<file path="config.mk">
export PLATFORM = sky130hd
export DESIGN_NAME = hazard_unit
export DESIGN_NICKNAME = d
export VERILOG_FILES = /design/src/rtl/hazard_unit.sv
export SDC_FILE = /design/constraint.sdc
export NUM_CORES = 1
export LEC_CHECK = 0
export CORE_ASPECT_RATIO = 0.6
export CORE_MARGIN = 4
export CORE_UTILIZATION = 48
export DETAILED_ROUTE_END_ITERATION = 16
export PLACE_DENSITY = 0.76
export SLEW_MARGIN = 20
export SYNTH_ARGS = -nofsm -noshare
export SYNTH_HDL_FRONTEND = slang
export SYNTH_SLANG_ARGS = --single-unit
</file>
<file path="constraint.sdc">
create_clock -name clk -period 2.2 [get_ports clk]
set_input_delay 0.44 -clock clk [delete_from_list [all_inputs] [get_ports clk]]
set_output_delay 0.44 -clock clk [all_outputs]
set_load 0.05 [all_outputs]
</file>
<file path="src/rtl/hazard_unit.sv">
// Hazard controller for the 5-stage core: stall, flush and forward control.
// Tracks register numbers D->E->M->W with valid tags and counts stall/flush cycles.
module hazard_unit #(
   parameter int REG_BITS = 4,
   parameter int CNT_W    = 16
) (
   input  logic                clk,
   input  logic                reset,
   input  logic [REG_BITS-1:0] RA1D,
   input  logic [REG_BITS-1:0] RA2D,
   input  logic [REG_BITS-1:0] WA3D,
   input  logic                RegWriteM,
   input  logic                RegWriteW,
   input  logic                MemtoRegE,
   input  logic                PCSrcD,
   input  logic                PCSrcE,
   input  logic                PCSrcM,
   input  logic                PCSrcW,
   input  logic                BranchTakenE,
   output logic [1:0]          ForwardAE,
   output logic [1:0]          ForwardBE,
   output logic                StallF,
   output logic                StallD,
   output logic                FlushD,
   output logic                FlushE,
   output logic [CNT_W-1:0]    StallCnt,
   output logic [CNT_W-1:0]    FlushCnt
);

   localparam logic [REG_BITS-1:0] PC_REG = '1;

   logic [REG_BITS-1:0] ra1_e_q, ra1_e_d;
   logic [REG_BITS-1:0] ra2_e_q, ra2_e_d;
   logic [REG_BITS-1:0] wa3_e_q, wa3_e_d;
   logic [REG_BITS-1:0] wa3_m_q, wa3_m_d;
   logic [REG_BITS-1:0] wa3_w_q, wa3_w_d;
   logic                ve_q, ve_d;
   logic                vm_q, vm_d;
   logic                vw_q, vw_d;
   logic [CNT_W-1:0]    stall_cnt_q, stall_cnt_d;
   logic [CNT_W-1:0]    flush_cnt_q, flush_cnt_d;

   logic       ldr_stall;
   logic       pc_wr_pend;
   logic       stall_f;
   logic       stall_d;
   logic       flush_d;
   logic       flush_e;
   logic [1:0] fwd_a;
   logic [1:0] fwd_b;

   function automatic logic [1:0] fwd_sel(input logic [REG_BITS-1:0] ra);
      logic [1:0] sel;
      sel = 2'b00;
      if (ve_q && (ra != PC_REG)) begin
         if (vm_q && RegWriteM && (ra == wa3_m_q))
            sel = 2'b10;
         else if (vw_q && RegWriteW && (ra == wa3_w_q))
            sel = 2'b01;
      end
      return sel;
   endfunction

   // Hazard detection and forwarding selects from tracked pipeline state.
   always_comb begin
      ldr_stall  = ve_q && MemtoRegE &&
                   ((RA1D == wa3_e_q) || (RA2D == wa3_e_q));
      pc_wr_pend = PCSrcD || PCSrcE || PCSrcM;
      stall_f    = ldr_stall || pc_wr_pend;
      stall_d    = ldr_stall;
      flush_d    = pc_wr_pend || PCSrcW || BranchTakenE;
      flush_e    = ldr_stall || BranchTakenE;
      fwd_a      = fwd_sel(ra1_e_q);
      fwd_b      = fwd_sel(ra2_e_q);
   end

   // Next-state: advance register tags, bubble E on flush, saturating counters.
   always_comb begin
      ra1_e_d     = ra1_e_q;
      ra2_e_d     = ra2_e_q;
      wa3_e_d     = wa3_e_q;
      ve_d        = 1'b0;
      wa3_m_d     = wa3_e_q;
      vm_d        = ve_q;
      wa3_w_d     = wa3_m_q;
      vw_d        = vm_q;
      stall_cnt_d = stall_cnt_q;
      flush_cnt_d = flush_cnt_q;
      if (!flush_e) begin
         ra1_e_d = RA1D;
         ra2_e_d = RA2D;
         wa3_e_d = WA3D;
         ve_d    = 1'b1;
      end
      if (stall_d && (stall_cnt_q != '1))
         stall_cnt_d = stall_cnt_q + 1'b1;
      if (flush_e && (flush_cnt_q != '1))
         flush_cnt_d = flush_cnt_q + 1'b1;
   end

   // State registers with synchronous active-low reset.
   always_ff @(posedge clk) begin
      if (!reset) begin
         ra1_e_q     <= '0;
         ra2_e_q     <= '0;
         wa3_e_q     <= '0;
         ve_q        <= 1'b0;
         wa3_m_q     <= '0;
         vm_q        <= 1'b0;
         wa3_w_q     <= '0;
         vw_q        <= 1'b0;
         stall_cnt_q <= '0;
         flush_cnt_q <= '0;
      end else begin
         ra1_e_q     <= ra1_e_d;
         ra2_e_q     <= ra2_e_d;
         wa3_e_q     <= wa3_e_d;
         ve_q        <= ve_d;
         wa3_m_q     <= wa3_m_d;
         vm_q        <= vm_d;
         wa3_w_q     <= wa3_w_d;
         vw_q        <= vw_d;
         stall_cnt_q <= stall_cnt_d;
         flush_cnt_q <= flush_cnt_d;
      end
   end

   // Outputs are held low for as long as reset is asserted.
   always_comb begin
      ForwardAE = 2'b00;
      ForwardBE = 2'b00;
      StallF    = 1'b0;
      StallD    = 1'b0;
      FlushD    = 1'b0;
      FlushE    = 1'b0;
      StallCnt  = '0;
      FlushCnt  = '0;
      if (reset) begin
         ForwardAE = fwd_a;
         ForwardBE = fwd_b;
         StallF    = stall_f;
         StallD    = stall_d;
         FlushD    = flush_d;
         FlushE    = flush_e;
         StallCnt  = stall_cnt_q;
         FlushCnt  = flush_cnt_q;
      end
   end

endmodule

</file>
==> impl_summary.md <==
Worst setup path
For the worst setup path, the data required time is 1.76 ns. The number of buffers and inverters on the critical path is 2. Traced cell by cell, the critical path runs through xor2_2 -> nor4_2 -> buf_4 -> o211a_4 -> nor2_4 -> nor2_4 -> buf_12. The maximum fanout encountered on the critical timing path is 4. The largest stage delay on the critical path is 0.40 ns. The critical path is of the flop to primary output type.

The reg-to-reg startpoint is wa3_e_q[0]$_SDFFE_PN0N_. The cell that appears most often on the critical path is nor2_4. In this run the register-to-register setup slack is -0.08 ns. The slowest stage of the critical path belongs to the cell dfxtp_4. The nature of the critical path endpoint is a primary output. Data on the critical path arrives at its endpoint at 1.95 ns. The cell class contributing the biggest share of worst-path delay is simple AND/OR/NAND/NOR gates. The launch point of the worst path is wa3_e_q[1]$_SDFFE_PN0N_.

The startpoint type of the worst setup path is a flop.

Power and ir drop
The power share of the sequential group is 53.1%. The total power of the final layout is 1.98 mW. The leakage component of the power is 1.79 nW. The switching power of the nets is 0.581 mW. The internal portion of the total power is 1.40 mW.

In this run, the clock network consumes 29.8% of the power. The switching power share of the total is 29.4%. Combinational logic burns 17.1% of the power. In this run the power density over the cells is 407 nW/um^2. The maximum vdd drop is 419 uV.

Detailed routing
In the routed design, unresolved DRC markers number 0. The final wirelength is 10300 um. In this run, the number of DRC markers left after iteration 0 of detailed routing was 301. Dividing the detail-routed wire length by the instance count gives 19.4 um. In the routed layout, each cell is associated on average with a via count of 6.04. The count of nets left with antenna violations once routing finished came out at 0. Summing over every cut layer, the via total after detailed routing is 3203.

The first-pass iteration count of the detailed router is 5.

Die
The core outline area is 5810 um^2. From bottom edge to top edge, the die measures 69.1 um. The total I/O pin count is 62.

The initial core utilization is 51.5%. The die is 110 um wide. The initialized floorplan defines 21 standard-cell rows.

The die covers 7590 um^2.

Synth
The synthesized area per cell is 8.30 um^2. The share of the synthesized area in the top cell type is 36.9%. The register bit count reported by yosys is 55. Sequential elements use 36.9% of the synthesized area.

After synthesis the cells add up to 2990 um^2. The number of different library cells in the post-synthesis netlist is 43. The total of warnings raised by yosys is 0.

Synthesis produced a netlist with a net count of 384. After technology mapping, the gate count stands at 360. In the post-synthesis netlist, the biggest area contributors are dfxtp_1 37%, and2_1 8.8%, mux2_2 7.9%. The largest area contributor in the synthesized netlist is dfxtp_1.

Layout
The fill cell total of the finished layout is 335. The most common cell after layout, fill and taps aside is dfxtp_1. In the layout the commonest cells are 51 x dfxtp_1, 42 x and2_1, 41 x buf_12, 35 x buf_4, 30 x nand3_1. Cells with a size suffix above 1 make up 36.5% of the layout. The synthesis-to-finish area growth is 62.6%.

The share of the core filled with cells is 83.7%. The net count of the finished layout is 472. The area of the multi-input gates is 2180 um^2. The sequential cells in the finished layout cover a total of 1110 um^2.

Timing
For the pin with the worst max-slew slack, the measured transition is 0.415 ns. The number of failing hold endpoints at the final stage was 0. Setup repair after global routing could not meet its margin everywhere. In the finished design, the share of the clock period the worst path needs comes to 109%.

The final worst slack is -0.194 ns. The maximum clock frequency is 418 MHz. The worst setup skew after layout is 0.0177 ns. The worst-case headroom to the max-slew limit is 72.1%. The tightest hold path in the finished design has a slack of 0.420 ns. The final-report max-slew violation count is 0.

In the final timing run, aggregate negative setup slack is -0.624 ns. Subtracting the final worst setup slack from the clock period gives 2.39 ns. The number of endpoints failing setup at the final stage is 10.

Placement
During placement, the flow inserted port buffers numbering 61. After legalization and detailed placement, the total HPWL measured 6300 um. The weighted congestion at the end of routability-driven global placement is 0.913.

GRT
The first global-routing pass estimated 14300 um of wire. The global-route usage over all layers is 23.0%. The overall overflow remaining after global route is 0. Entering global routing, the biggest net connects 35 pins.

The initial antenna violation count came to 0. The via count of the first global-routing pass was 2919.

Clock tree
The CTS tree is yes. The root buffer cell chosen for the clock tree is clkbuf_8. The clock insertion delay at the later pin of the skew report is 0.32 ns. The number of clock buffers added by TritonCTS is 5. CTS saw 55 sinks.

CTS built an H-tree with a depth of 2. Clock-pin slew was measured on the worst setup and hold paths at 0.11 ns. The longest clock path from root to sink contains 2 buffers.

Hold path
The min-delay analysis places its worst path in the category input port to flop. The startpoint identified for the worst hold timing path is RA1D[1].

Run status
The checks that failed: setup timing. The flow ran to the end, but the final reports show violations.

Run
The max-capacitance violation count is 0.
==> cells by family after synthesis <==
group / count (synthesis) / synth area share, %
mux: 22 / 8.29
simple gates: 174 / 31.7
xor+xnor: 24 / 7.04
flops: 55 / 36.9
compound gates: 57 / 11.8
fa+ha+maj: 2 / 0.837
buf+inv: 26 / 3.48
==> through the flow <==
stage	cell area (um^2)	cells	setup WS (ns)
after floorplan	3030	360	-0.234
after global placement	4290	511	-0.441
after detailed placement	4290	511	-0.519
after CTS	4450	522	-0.122
after global routing	4860	529	-0.233
final	4860	530	-0.194
==> routing by layer <==
metal	vias up	global-route usage, %	part of all wire (%)
met1	1544	32.4	42
met5	-	0	0
met3	27	6.25	8.7
met4	0	6.22	2.6
met2	173	34.3	46
li1	1459	-	-
==> worst min-delay path: cells and delay by family <==
family	cells	cell delay (ns)
compound gates	1	0.05
buf+inv	1	0.13
simple gates	1	0.08
==> path summary, 6_finish.rpt <==
check | depth (start not counted) | to
setup reg to reg | 8 | flush_cnt_q[7]$_SDFFE_PN0P_
hold / removal | 3 | ra1_e_q[1]$_SDFFE_PN0N_
hold reg to reg | 1 | vw_q$_SDFF_PN0_
setup / recovery | 7 | FlushE
==> final cells by class <==
class                           instances  share of cell area (%)
Multi-Input combinational cell        279                    45.0
Timing Repair Buffer                  103                    28.0
Sequential cell                        55                    22.9
Tap cell                               80                    2.06
Clock buffer                            5                    1.42
Clock inverter                          3                   0.386
Inverter                                4                   0.309
Antenna cell                            1                  0.0515
==> cells in the mapped netlist (all sizes together) <==
cell type  number
a2111oi         1
o31a            1
nor3           13
inv             3
a22oi           1
nor3b           1
o21a            1
nor4           12
or4             3
and2           42
o2111ai         1
clkbuf         15
o221a           1
o211ai          4
o311a           1
clkinv          1
a21oi          23
and3            2
nand3          31
nor4b           3
nand4           9
and4            3
mux2           22
a211oi          2
xor2           10
or3             3
o21ai          16
ha              2
o31ai           2
a41o            1
nor2           33
nand3b          1
buf             7
xnor2          14
dfxtp          55
nand2          16
o211a           1
o41ai           1
or2             2
==> flip-flops by register name, summed over array words and instances (netlist names) <==
name	cells
flush_cnt_q	16
stall_cnt_q	16
ra1_e_q	4
ra2_e_q	4
wa3_e_q	4
wa3_m_q	4
wa3_w_q	4
ve_q	1
vm_q	1
vw_q	1
==> power groups by stage <==
| stage | clock, mW | combinational, mW | sequential [mW] |
|---|---|---|---|
| 6_report | 0.589 | 0.337 | 1.05 |
| 5_1_grt | 0.635 | 0.356 | 1.05 |
| 2_1_floorplan | 0 | 0.149 | 1.06 |
| 3_5_place_dp | 0 | 0.281 | 1.07 |
| 4_1_cts | 0.569 | 0.288 | 1.05 |
| 3_3_place_gp | 0 | 0.275 | 1.07 |
==> what timing repair did <==
action | 4_1_cts | 5_1_grt
buffers inserted | 3 | 6
resized for setup | 22 | 66
gates cloned | 0 | 1
hold buffers | 0 | 0
setup endpoints to repair | 30 | 48
pin swaps | 7 | 24
Note: power is estimated with default switching activity, not from simulation.
